[src/rtl/packet_st_gen_engine.sv]
// rtl/packet_st_gen_engine.sv - register-configured Avalon-ST packet generator
module packet_st_gen_engine #(
    parameter int unsigned IPG_CYCLES = 2
) (
    input  logic       clk,
    input  logic       reset_n,
    input  logic [7:0] cfg_numpkts,
    input  logic [7:0] cfg_pktlength,
    input  logic [7:0] cfg_payload,
    input  logic       start_pulse,
    input  logic       stop_pulse,
    output logic [7:0] st_data,
    output logic       st_valid,
    output logic       st_startofpacket,
    output logic       st_endofpacket,
    input  logic       st_ready,
    output logic       busy,
    output logic [7:0] pkts_sent,
    output logic       done,
    output logic       cfg_err
);

    typedef enum logic [1:0] {
        IDLE = 2'd0,
        SEND = 2'd1,
        GAP  = 2'd2
    } state_t;

    // Terminal value of the gap counter; unused when packets go back-to-back.
    localparam int unsigned GAP_LAST_I = (IPG_CYCLES > 0) ? IPG_CYCLES - 1 : 0;
    localparam logic [7:0]  GAP_LAST   = GAP_LAST_I[7:0];

    state_t     state_q, state_d;
    logic [7:0] beat_cnt_q, beat_cnt_d;
    logic [7:0] pkts_sent_q, pkts_sent_d;
    logic [7:0] gap_cnt_q, gap_cnt_d;
    logic       stop_pending_q, stop_pending_d;
    logic [7:0] numpkts_q, numpkts_d;
    logic [7:0] pktlength_q, pktlength_d;
    logic [7:0] payload_q, payload_d;
    logic       done_q, done_d;
    logic       cfg_err_q, cfg_err_d;
    logic [7:0] st_data_q, st_data_d;
    logic       st_valid_q, st_valid_d;
    logic       st_sop_q, st_sop_d;
    logic       st_eop_q, st_eop_d;
    logic       xfer;

    // Next-state and next-output computation; outputs are derived from the
    // next state so the stream signals leave the block straight from flops.
    always_comb begin
        state_d        = state_q;
        beat_cnt_d     = beat_cnt_q;
        pkts_sent_d    = pkts_sent_q;
        gap_cnt_d      = gap_cnt_q;
        stop_pending_d = stop_pending_q;
        numpkts_d      = numpkts_q;
        pktlength_d    = pktlength_q;
        payload_d      = payload_q;
        done_d         = 1'b0;
        cfg_err_d      = 1'b0;
        xfer           = st_valid_q && st_ready;

        case (state_q)
            IDLE: begin
                if (start_pulse) begin
                    if ((cfg_numpkts == 8'd0) || (cfg_pktlength == 8'd0)) begin
                        cfg_err_d = 1'b1;
                    end else begin
                        numpkts_d      = cfg_numpkts;
                        pktlength_d    = cfg_pktlength;
                        payload_d      = cfg_payload;
                        pkts_sent_d    = 8'd0;
                        beat_cnt_d     = 8'd0;
                        stop_pending_d = 1'b0;
                        state_d        = SEND;
                    end
                end
            end
            SEND: begin
                if (stop_pulse) begin
                    stop_pending_d = 1'b1;
                end
                if (xfer) begin
                    if (st_eop_q) begin
                        pkts_sent_d = pkts_sent_q + 8'd1;
                        beat_cnt_d  = 8'd0;
                        gap_cnt_d   = 8'd0;
                        // A stop arriving on the eop beat itself still ends the run here.
                        if ((pkts_sent_q + 8'd1 == numpkts_q) || stop_pending_q || stop_pulse) begin
                            state_d = IDLE;
                            done_d  = 1'b1;
                        end else if (IPG_CYCLES == 0) begin
                            state_d = SEND;
                        end else begin
                            state_d = GAP;
                        end
                    end else begin
                        beat_cnt_d = beat_cnt_q + 8'd1;
                    end
                end
            end
            GAP: begin
                if (stop_pulse) begin
                    state_d = IDLE;
                    done_d  = 1'b1;
                end else if (gap_cnt_q == GAP_LAST) begin
                    state_d = SEND;
                end else begin
                    gap_cnt_d = gap_cnt_q + 8'd1;
                end
            end
            default: begin
                state_d = IDLE;
            end
        endcase

        st_valid_d = (state_d == SEND);
        st_data_d  = st_valid_d ? (payload_d + beat_cnt_d) : 8'd0;
        st_sop_d   = st_valid_d && (beat_cnt_d == 8'd0);
        st_eop_d   = st_valid_d && (beat_cnt_d == pktlength_d - 8'd1);
    end

    // State, counters, latched configuration and registered outputs.
    always_ff @(posedge clk or negedge reset_n) begin
        if (!reset_n) begin
            state_q        <= IDLE;
            beat_cnt_q     <= 8'd0;
            pkts_sent_q    <= 8'd0;
            gap_cnt_q      <= 8'd0;
            stop_pending_q <= 1'b0;
            numpkts_q      <= 8'd0;
            pktlength_q    <= 8'd0;
            payload_q      <= 8'd0;
            done_q         <= 1'b0;
            cfg_err_q      <= 1'b0;
            st_data_q      <= 8'd0;
            st_valid_q     <= 1'b0;
            st_sop_q       <= 1'b0;
            st_eop_q       <= 1'b0;
        end else begin
            state_q        <= state_d;
            beat_cnt_q     <= beat_cnt_d;
            pkts_sent_q    <= pkts_sent_d;
            gap_cnt_q      <= gap_cnt_d;
            stop_pending_q <= stop_pending_d;
            numpkts_q      <= numpkts_d;
            pktlength_q    <= pktlength_d;
            payload_q      <= payload_d;
            done_q         <= done_d;
            cfg_err_q      <= cfg_err_d;
            st_data_q      <= st_data_d;
            st_valid_q     <= st_valid_d;
            st_sop_q       <= st_sop_d;
            st_eop_q       <= st_eop_d;
        end
    end

    assign st_data          = st_data_q;
    assign st_valid         = st_valid_q;
    assign st_startofpacket = st_sop_q;
    assign st_endofpacket   = st_eop_q;
    assign busy             = (state_q != IDLE);
    assign pkts_sent        = pkts_sent_q;
    assign done             = done_q;
    assign cfg_err          = cfg_err_q;

endmodule

[config.mk]
export PLATFORM = sky130hd
export DESIGN_NAME = packet_st_gen_engine
export DESIGN_NICKNAME = d
export VERILOG_FILES = /design/src/rtl/packet_st_gen_engine.sv
export SDC_FILE = /design/constraint.sdc
export NUM_CORES = 1
export LEC_CHECK = 0
export BUFFER_PORTS_ARGS = -buffer_cell sky130_fd_sc_hd__buf_2
export CAP_MARGIN = 10
export CORE_ASPECT_RATIO = 0.9
export CORE_UTILIZATION = 55
export DETAILED_ROUTE_END_ITERATION = 12
export GPL_TIMING_DRIVEN = 1
export HOLD_SLACK_MARGIN = 0.03
export PLACE_DENSITY = 0.76
export SLEW_MARGIN = 20
export SYNTH_ARGS = -nofsm -noshare
export SYNTH_HDL_FRONTEND = slang
export SYNTH_SLANG_ARGS = --single-unit
[constraint.sdc]
create_clock -name clk -period 4.6 [get_ports clk]
set_input_delay 0.92 -clock clk [delete_from_list [all_inputs] [get_ports clk]]
set_output_delay 0.92 -clock clk [all_outputs]
set_load 0.02 [all_outputs]
==> flow_summary.yaml <==
pwr:
  power_density_nw_per_um2: 608
  power_uw: 2730
  vdd_ir_drop_max_mv: 0.310
  power_frac_comb: 0.476
  power_switching_uw: 1140
  power_frac_clock: 0.202
  swShare: 0.418
  seqPwrFrac: 0.322
  p_leak_uw: 0.00215
  p_int_uw: 1590
setup_path:
  critPathKind: "primary input to register"
  required_ps: 4810
  crit_path_end_kind: "register"
  cp_max_fo: 7
  cp.arrival_ps: 3880
  critPathLaunchType: "primary input"
timing:
  max_freq_mhz: 273
  layout_worst_path_cycle_share: 0.797
  hold_violations: 0
  setup_slack_ps: 934
  drv_slew: 0
  finalSetupViolCount: 0
  final.setup_skew_ps: 3.47
  worst_slew_pin_slew_ps: 773
  slew_headroom: 0.479
  tns_ps: 0
  rsz0062_at_grt: "no"
  hold_slack_ps: 432
  min_period_ps: 3670
clock_tree:
  clkTransAtPathRegs_ps: 70
  root_buffer: "clkbuf_8"
  cts_setup_buffers: 0
  cts_resized: 0
  cts_tree: "built"
  clkLatencyLatePin_ps: 350
  cts_hold_buf: 0
  clockBufferDepth: 2
  clock-sinks: 64
  htreeDepth: 3
  cts_inserted_buffers: 9
floorplanning:
  start_util: 0.582
  fp.coreArea_um2: 6760
  dieArea_um2: 7500
  die_w_um: 91.2
  die_h_um: 82.2
  fp-row-count: 28
  io_pins: 51
synth:
  synth_top_cell_area_share: 0.407
  post_synth_num_cell_types: 76
  synth_edf_count: 0
  synthTopCellsByArea: "dfrtp_1, nand2_1, ha_1"
  synthCells: 424
  ys_seq_elements: 64
  async_flop_share: 1.00
  ys_seq_area_frac: 0.407
  synthFlopType: "dfrtp_1"
  synth_area_um2: 3940
  yosys.area.top_type: "dfrtp_1"
  syn_nets: 469
  syn_avg_cell_area_um2: 9.28
  yosys_warnings: 0
finish:
  final_cells: 571
  drive_above_1_share: 0.208
  area_delta_synth_final_pct: 13.9
  final_common_cell: "nand2_1"
  antenna_cells: 0
  nets: 522
  final_cell_mix: "nand2_1, dfrtp_1, buf_2"
  n_fill_cell: 540
global_route:
  grt_usage: 0.268
  grt_max_degree: 43
  grt_pass1_wl_um: 15400
  grt_overflow_total: 0
  grt_pass1_vias: 3188
  antenna_found_initial: 0
detailed_routing:
  ant_nets: 0
  drt_iter0_drc: 258
  firstDrtPassIters: 5
  wl_um: 9390
  drcViolationCount: 0
  vias_per_cell: 5.83
  wire_per_inst_um: 16.4
  via_count: 3327
place:
  gp_congestion: 0.884
  hpwlAfterDp_um: 6840
  port_buffers: 50
  placed_cells: 555
  place_ws_ps: 742
flow_run:
  maxCapViolations: 0
run_status:
  outcome: "finished, final reports clean"
min_path:
  hold_class: "primary input to asynchronous set/reset pin"
-- power by group through the flow --
stage               clock network (uW)  logic (uW)  registers [uW]
CTS                                557        1280             872
finish                             552        1300             877
detailed placement                   0        1260             883
floorplan                            0         946             894
global placement                     0        1220             874
global route                       578        1430             894
-- state kept, by name (all words and copies together) (netlist names) --
register and flops:
beat_cnt_q 8, gap_cnt_q 8, numpkts_q 8, payload_q 8, pktlength_q 8, pkts_sent 8
st_data 8, state_q 2, cfg_err 1, done 1, st_endofpacket 1, st_startofpacket 1
st_valid 1, stop_pending_q 1
-- critical path: stages --
cell and delay (ps):
buf_2 110, nor4_1 450, nand2_2 200, a31oi_4 310
nor2_1 90, nor2_1 330, ha_1 340, o21ai_0 510
nor3_1 150, a311oi_1 350, a21oi_1 120
-- per-stage QoR --
step / utilization / area, um^2
detailed placement: 0.627 / 4240
global route: 0.663 / 4480
CTS: 0.660 / 4460
finish: 0.663 / 4480
floorplan: - / 3940
global placement: 0.627 / 4240
-- cell usage after synthesis, types with 6 or more instances --
cell type and number:
xnor2_1 17, and2_1 6, nor3_1 9, nand3_1 10, nor2_1 32, o21ai_0 20, nand2_1 81, dfrtp_1 64
a21oi_1 16, inv_1 17, xor2_1 18, nor4_1 6, ha_1 16
-- worst paths after layout --
check	slack, ps	cells past startpoint	startpoint	endpoint
min reg2reg	500	2	payload_q[0]$_DFF_PN0_	payload_q[0]$_DFF_PN0_
min	430	1	reset_n	gap_cnt_q[6]$_DFFE_PN0P_
min in group clk	500	2	payload_q[0]$_DFF_PN0_	payload_q[0]$_DFF_PN0_
max reg2reg	1080	13	state_q[1]$_DFF_PN0_	st_data[5]$_DFF_PN0_
max in group asynchronous	3590	2	reset_n	pktlength_q[6]$_DFF_PN0_
max	930	11	cfg_numpkts[3]	st_data[6]$_DFF_PN0_
-- cell families (layout without fill, tap and decap cells) --
| family | after synthesis | in the layout | synth area share |
|---|---|---|---|
| adder cells (fa/ha/maj) | 17 | 17 | 0.0534 |
| flip-flops | 64 | 64 | 0.407 |
| AO/OA/AOI/OAI | 80 | 80 | 0.145 |
| buffers and inverters | 30 | 87 | 0.0375 |
| XOR/XNOR | 36 | 36 | 0.0820 |
| AND/OR/NAND/NOR | 187 | 187 | 0.248 |
| multiplexers | 10 | 10 | 0.0277 |
-- routing by layer --
metal | track usage | vias up | share of wire | routed length, um
met2 | 0.402 | 120 | 0.44 | 4160
met1 | 0.370 | 1580 | 0.47 | 4440
met3 | 0.0586 | 32 | 0.056 | 526
met5 | 0 | - | 0 | 0
met4 | 0.137 | 0 | 0.027 | 255
li1 | - | 1595 | - | -
-- area by class of cell --
type / instances / area, um^2 / share of cell area
Timing Repair Buffer: 54 / 293 / 0.0653
Clock inverter: 3 / 65.1 / 0.0145
Multi-Input combinational cell: 330 / 2190 / 0.488
Tap cell: 90 / 113 / 0.0251
Sequential cell: 64 / 1600 / 0.357
Inverter: 18 / 67.6 / 0.0151
Clock buffer: 12 / 155 / 0.0346
No activity file was read; power rests on OpenSTA's default activity.
